## src/rtl/mem_access_seq_if.sv

```systemverilog
// Byte-wide data memory port between the access sequencer (master) and data memory (slave).
interface mem_access_seq_if #(
    parameter int ADDR_W = 32
);
    logic              mem_req;
    logic              mem_we;
    logic [ADDR_W-1:0] mem_addr;
    logic [7:0]        mem_wdata;
    logic [7:0]        mem_rdata;
    logic              mem_ack;

    modport master (
        output mem_req,
        output mem_we,
        output mem_addr,
        output mem_wdata,
        input  mem_rdata,
        input  mem_ack
    );

    modport slave (
        input  mem_req,
        input  mem_we,
        input  mem_addr,
        input  mem_wdata,
        output mem_rdata,
        output mem_ack
    );
endinterface

```

## src/rtl/mem_access_seq.sv

```systemverilog
// Sequences EX/MEM load/store instructions into 1 or 4 byte transfers and stalls the pipeline meanwhile.
// Optional per-byte ack timeout enabled by defining MEM_TIMEOUT_EN.
module mem_access_seq #(
    parameter int ADDR_W         = 32,
    parameter int TIMEOUT_CYCLES = 16
) (
    input  logic                clk,
    input  logic                reset,
    input  logic                is_mem_inst,
    input  logic                is_word,
    input  logic                mem_write_en,
    input  logic [ADDR_W-1:0]   alu_result,
    input  logic [3:0][7:0]     read_data_2,
    output logic                stall,
    mem_access_seq_if.master    mem,
    output logic [3:0][7:0]     load_data,
    output logic                load_valid,
    output logic                mem_error
);

    typedef enum logic [1:0] {
        IDLE,
        ACCESS,
        DONE
    } state_t;

    if (TIMEOUT_CYCLES < 1) begin : g_bad_timeout
        $error("mem_access_seq: TIMEOUT_CYCLES must be at least 1");
    end

    state_t            state_q, state_d;
    logic [1:0]        byte_idx_q, byte_idx_d;
    logic [ADDR_W-1:0] base_q, base_d;
    logic [3:0][7:0]   wdata_q, wdata_d;
    logic              is_word_q, is_word_d;
    logic              we_q, we_d;
    logic [3:0][7:0]   load_data_q, load_data_d;
    logic [1:0]        last_idx;
    logic              timed_out;

`ifdef MEM_TIMEOUT_EN
    localparam int WAIT_W = $clog2(TIMEOUT_CYCLES + 1);

    logic [WAIT_W-1:0] wait_q, wait_d;
    logic              err_q, err_d;

    assign timed_out = err_q;
`else
    assign timed_out = 1'b0;
`endif

    assign last_idx = is_word_q ? 2'd3 : 2'd0;

    // NOTE: every output and next-state value gets a default before the case so no latch is inferred.
    always_comb begin
        state_d       = state_q;
        byte_idx_d    = byte_idx_q;
        base_d        = base_q;
        wdata_d       = wdata_q;
        is_word_d     = is_word_q;
        we_d          = we_q;
        load_data_d   = load_data_q;
`ifdef MEM_TIMEOUT_EN
        wait_d        = wait_q;
        err_d         = err_q;
`endif
        stall         = 1'b0;
        mem.mem_req   = 1'b0;
        mem.mem_we    = 1'b0;
        mem.mem_addr  = base_q + ADDR_W'(byte_idx_q);
        mem.mem_wdata = wdata_q[byte_idx_q];

        unique case (state_q)
            IDLE: begin
                if (is_mem_inst) begin
                    stall       = 1'b1;
                    base_d      = alu_result;
                    wdata_d     = read_data_2;
                    is_word_d   = is_word;
                    we_d        = mem_write_en;
                    byte_idx_d  = 2'd0;
                    load_data_d = '0;
`ifdef MEM_TIMEOUT_EN
                    wait_d      = '0;
                    err_d       = 1'b0;
`endif
                    state_d     = ACCESS;
                end
            end

            ACCESS: begin
                stall       = 1'b1;
                mem.mem_req = 1'b1;
                mem.mem_we  = we_q;
                if (mem.mem_ack) begin
                    if (!we_q) begin
                        load_data_d[byte_idx_q] = mem.mem_rdata;
                    end
`ifdef MEM_TIMEOUT_EN
                    wait_d = '0;
`endif
                    if (byte_idx_q == last_idx) begin
                        state_d = DONE;
                    end else begin
                        byte_idx_d = byte_idx_q + 2'd1;
                    end
                end
`ifdef MEM_TIMEOUT_EN
                // This cycle is the TIMEOUT_CYCLES-th one without an ack for the current byte.
                else if (wait_q == WAIT_W'(TIMEOUT_CYCLES - 1)) begin
                    err_d   = 1'b1;
                    state_d = DONE;
                end else begin
                    wait_d = wait_q + WAIT_W'(1);
                end
`endif
            end

            DONE: begin
                // The finished instruction is still presented this cycle, so is_mem_inst is ignored.
                state_d = IDLE;
            end

            default: begin
                state_d = IDLE;
            end
        endcase
    end

    // NOTE: sequential state uses non-blocking assignments so all registers update from pre-edge values.
    // NOTE: load_data is a plain register (not a memory array), so it is reset alongside the control state.
    always_ff @(posedge clk) begin
        if (reset) begin
            state_q     <= IDLE;
            byte_idx_q  <= 2'd0;
            base_q      <= '0;
            wdata_q     <= '0;
            is_word_q   <= 1'b0;
            we_q        <= 1'b0;
            load_data_q <= '0;
`ifdef MEM_TIMEOUT_EN
            wait_q      <= '0;
            err_q       <= 1'b0;
`endif
        end else begin
            state_q     <= state_d;
            byte_idx_q  <= byte_idx_d;
            base_q      <= base_d;
            wdata_q     <= wdata_d;
            is_word_q   <= is_word_d;
            we_q        <= we_d;
            load_data_q <= load_data_d;
`ifdef MEM_TIMEOUT_EN
            wait_q      <= wait_d;
            err_q       <= err_d;
`endif
        end
    end

    assign load_data  = load_data_q;
    assign load_valid = (state_q == DONE) && !we_q && !timed_out;
    assign mem_error  = (state_q == DONE) && timed_out;

endmodule
```

## src/flat_wrapper.sv

```systemverilog
// flat-port wrapper written by rule: the top's interface ports become plain ports
module mem_access_seq_flat 
#(
    parameter int ADDR_W         = 32,
    parameter int TIMEOUT_CYCLES = 16
)
  (clk, reset, is_mem_inst, is_word, mem_write_en, alu_result, read_data_2, stall, load_data, load_valid, mem_error, mem_mem_req, mem_mem_we, mem_mem_addr, mem_mem_wdata, mem_mem_rdata, mem_mem_ack);
  mem_access_seq_if #(.ADDR_W(ADDR_W)) mem_i ();
  input  logic clk;
  input  logic reset;
  input  logic is_mem_inst;
  input  logic is_word;
  input  logic mem_write_en;
  input  logic [ADDR_W-1:0] alu_result;
  input  logic [3:0][7:0] read_data_2;
  output logic stall;
  output logic [3:0][7:0] load_data;
  output logic load_valid;
  output logic mem_error;
  output wire logic [$bits(mem_i.mem_req)-1:0] mem_mem_req;
  output wire logic [$bits(mem_i.mem_we)-1:0] mem_mem_we;
  output wire logic [$bits(mem_i.mem_addr)-1:0] mem_mem_addr;
  output wire logic [$bits(mem_i.mem_wdata)-1:0] mem_mem_wdata;
  input wire logic [$bits(mem_i.mem_rdata)-1:0] mem_mem_rdata;
  input wire logic [$bits(mem_i.mem_ack)-1:0] mem_mem_ack;
  assign mem_mem_req = mem_i.mem_req;
  assign mem_mem_we = mem_i.mem_we;
  assign mem_mem_addr = mem_i.mem_addr;
  assign mem_mem_wdata = mem_i.mem_wdata;
  assign mem_i.mem_rdata = mem_mem_rdata;
  assign mem_i.mem_ack = mem_mem_ack;
  mem_access_seq #(.ADDR_W(ADDR_W), .TIMEOUT_CYCLES(TIMEOUT_CYCLES)) u_core (.clk(clk), .reset(reset), .is_mem_inst(is_mem_inst), .is_word(is_word), .mem_write_en(mem_write_en), .alu_result(alu_result), .read_data_2(read_data_2), .stall(stall), .mem(mem_i), .load_data(load_data), .load_valid(load_valid), .mem_error(mem_error));
endmodule
```

## config.mk

```make
export PLATFORM = sky130hd
export DESIGN_NAME = mem_access_seq_flat
export DESIGN_NICKNAME = d
export VERILOG_FILES = /design/src/rtl/mem_access_seq_if.sv /design/src/rtl/mem_access_seq.sv /design/src/flat_wrapper.sv
export SDC_FILE = /design/constraint.sdc
export NUM_CORES = 1
export LEC_CHECK = 0
export BUFFER_PORTS_ARGS = -buffer_cell sky130_fd_sc_hd__buf_2
export CORE_UTILIZATION = 50
export DETAILED_ROUTE_END_ITERATION = 10
export PLACE_DENSITY = 0.8
export SYNTH_ARGS = -nofsm -noshare
export SYNTH_HDL_FRONTEND = slang
export SYNTH_SLANG_ARGS = --single-unit
```

## constraint.sdc

```tcl
create_clock -name clk -period 4.25 [get_ports clk]
set_input_delay 0.6375 -clock clk [delete_from_list [all_inputs] [get_ports clk]]
set_output_delay 0.6375 -clock clk [all_outputs]
set_load 0.02 [all_outputs]
```

==> out/metrics.csv <==
stage,metric,value,unit
synth,synth_area,4570,sq um
synth,async_flop_share,0,%
synth,synthCells,552,
route,wl_per_cell,14.0,um
clocking,clkSinkCount,102,
critical_path,critPathKind,reg -> out,
critical_path,cp_max_fo,8,
timing,layout_setup_ws,0.972,ns
run,cap_violations,0,
floorplan,dieArea,9540,sq um
synth,synth_edf_count,0,
global_route,grt_overflow,0,
timing,fin_crit,3.28,ns
finish,most-common-layout-cells,"152 x buf_2, 146 x nand2_1, 102 x dfxtp_1",
timing,fin_skew,0.00862,ns
route,route.vias.total,4281,
synth,synth_nets,637,
placement,placedInstanceArea,5360,sq um
finish,nets,769,
floorplan,dieWidth,97.7,um
hold_path,min_path_type,reg -> reg,
placement,post-dp-hpwl,7920,um
placement,port_buffers,153,
floorplan,core,8810,sq um
clocking,htreeDepth,3,
synth,synth_largest_area_cell,dfxtp_1,
timing,maxSlewHeadroom,24.4,%
timing,finalSetupTns,0,ns
route,drc,22,
synth,synth-seq-cells,102,
finish,utilization,63.1,%
synth,ys_types,41,
route,drtIter0Drc,257,
clocking,cts_root_buf,clkbuf_8,
finish,antenna_cells,0,
finish,stdcell_area,5550,sq um
placement,place.gp.congestion,0.809,
floorplan,initial_core_util,51.9,%
critical_path,arrival,2.64,ns
outcome,violations,DRC,
route,wirelength,11200,um
outcome,status,"complete, but fails checks",
critical_path,startpoint_type,register,
floorplan,die_y,97.7,um
global_route,grt.total_usage,24.1,%
floorplan,ios,155,
route,drtAntennaViolNets,0,
clocking,clk_path_buf_depth,2,
timing,period_share,77.1,%
synth,ys_warn_count,0,
route,dr.pass1.iters,8,
finish,syn2layout_area_growth,21.4,%
synth,avgSynthCellArea,8.29,sq um
synth,synth_top_cell_area_share,44.6,%
pwr,pwr_density_cell,343,nW/um^2
pwr,peakVddDrop,0.209,mV
placement,place_worst_setup_slack,1.36,ns
clocking,clkSlewWorstSetupHoldPaths,0.11,ns
critical_path,endpoint_kind,primary output,
timing,setup_viol,0,
clocking,cts_made_buffers,9,
critical_path,worst_ep_required_time,3.61,ns
global_route,grt_pass1_vias,4129,
timing,hold_viol,0,
clocking,cts_resized,0,
clocking,cts_tree,yes,
finish,drive_gt1_share,27.6,%
pwr,p_leak,2.48,nW
floorplan,rows,34,
timing,tightestPinTransition,1.13,ns
synth,synth_ff_type,dfxtp_1,
global_route,antenna_found_initial,0,
timing,finalMaxSlewViolations,0,
global_route,grt_max_degree,103,
timing,rsz0062_at_grt,no,
clocking,holdBufCountCts,0,
route,vias_per_cell,5.37,
timing,max_freq,305,MHz
global_route,grt_pass1_wl,18700,um
synth,ys_seq_area_share,44.6,%
finish,final_common_cell,buf_2,
synth,synthTopCellsByArea,"dfxtp_1 45%, nand2_1 12%, a21oi_1 7.7%, a22oi_1 5.3%, mux4_2 3.9%",
clocking,post_cts.repair.setup_buffers,0,
clocking,clk_latency,0.36,ns
-- path summary, 6_finish.rpt --
| path | from | endpoint | slack (ns) | depth (start not counted) |
|---|---|---|---|---|
| min reg2reg | u_core.wdata_q[4]$_SDFFE_PP0P_ | u_core.wdata_q[4]$_SDFFE_PP0P_ | 0.46 | 2 |
| max | u_core.base_q[0]$_SDFFE_PP0P_ | mem_mem_addr[24] | 0.97 | 8 |
| max reg2reg | u_core.state_q[0]$_SDFFE_PP0P_ | u_core.wdata_q[25]$_SDFFE_PP0P_ | 1.96 | 5 |
| min | u_core.wdata_q[4]$_SDFFE_PP0P_ | u_core.wdata_q[4]$_SDFFE_PP0P_ | 0.46 | 2 |
-- sequential cells by signal (all words and copies together), names as in the netlist --
name               count
u_core.load_data      32
u_core.state_q         2
u_core.we_q            1
u_core.byte_idx_q      2
u_core.base_q         32
u_core.is_word_q       1
u_core.wdata_q        32
-- stage by stage --
| stage | hold slack (ns) | power (mW) | instances |
|---|---|---|---|
| final | 0.461 | 1.91 | 797 |
| after global routing | 0.475 | 2.00 | 797 |
| after CTS | 0.458 | 1.93 | 797 |
| after detailed placement | 0.444 | 1.33 | 781 |
| after global placement | 0.440 | 1.32 | 781 |
| after floorplan | 0.433 | 1.23 | 552 |
-- critical path: stages, from the launching register on --
cell and delay (ns):
dfxtp_1 0.35, ha_1 0.17, inv_1 0.05, fa_1 0.40, and2b_1 0.30, nand3_1 0.30, nor4_1 0.35, xor2_1 0.18
buf_2 0.18
-- final cells by class --
cell class | instances | area, sq um
Timing Repair Buffer | 157 | 798
Clock inverter | 7 | 73.8
Fill cell | 763 | 3250
Clock buffer | 9 | 124
Tap cell | 108 | 135
Inverter | 8 | 30.0
Sequential cell | 102 | 2040
Multi-Input combinational cell | 406 | 2350
-- cells in the mapped netlist, types with 5 or more instances --
cell and number:
nand2_1 146, dfxtp_1 102, a21oi_1 70, nor2_1 43, a22oi_1 32, clkbuf_1 21
xor2_1 17, xnor2_1 13, buf_2 11, nor3_1 10, nand3_1 9, inv_1 8
mux4_2 8, and2_1 6, ha_1 6, nand4_1 6, nor4_1 5
-- report_power, final --
part,switching (mW),internal (mW)
Clock,0.363,0.232
Combinational,0.167,0.103
Sequential,0.0405,1.00
Total,0.571,1.34
-- cells by family (layout without fill, tap and decap cells) --
kind of cell,count (synthesis),after routing,synth area share [%]
and+or+nand+nor,250,250,25.2
AOI/OAI and AO/OA,110,110,14.1
DFF,102,102,44.6
buffers and inverters,44,181,4.21
xor gates and xnor gates,30,30,5.74
muxes,8,8,3.94
adders and majority gates,7,7,2.08
other,1,1,0.0820
-- metal layers --
layer	vias to the layer above	routed length [um]	global-route usage [%]
met3	11	711	4.60
met2	156	5540	42.4
met4	0	124	8.62
met1	1977	4800	29.0
met5	-	0	0
li1	2137	-	-
Power figures use the tool's default switching activity.
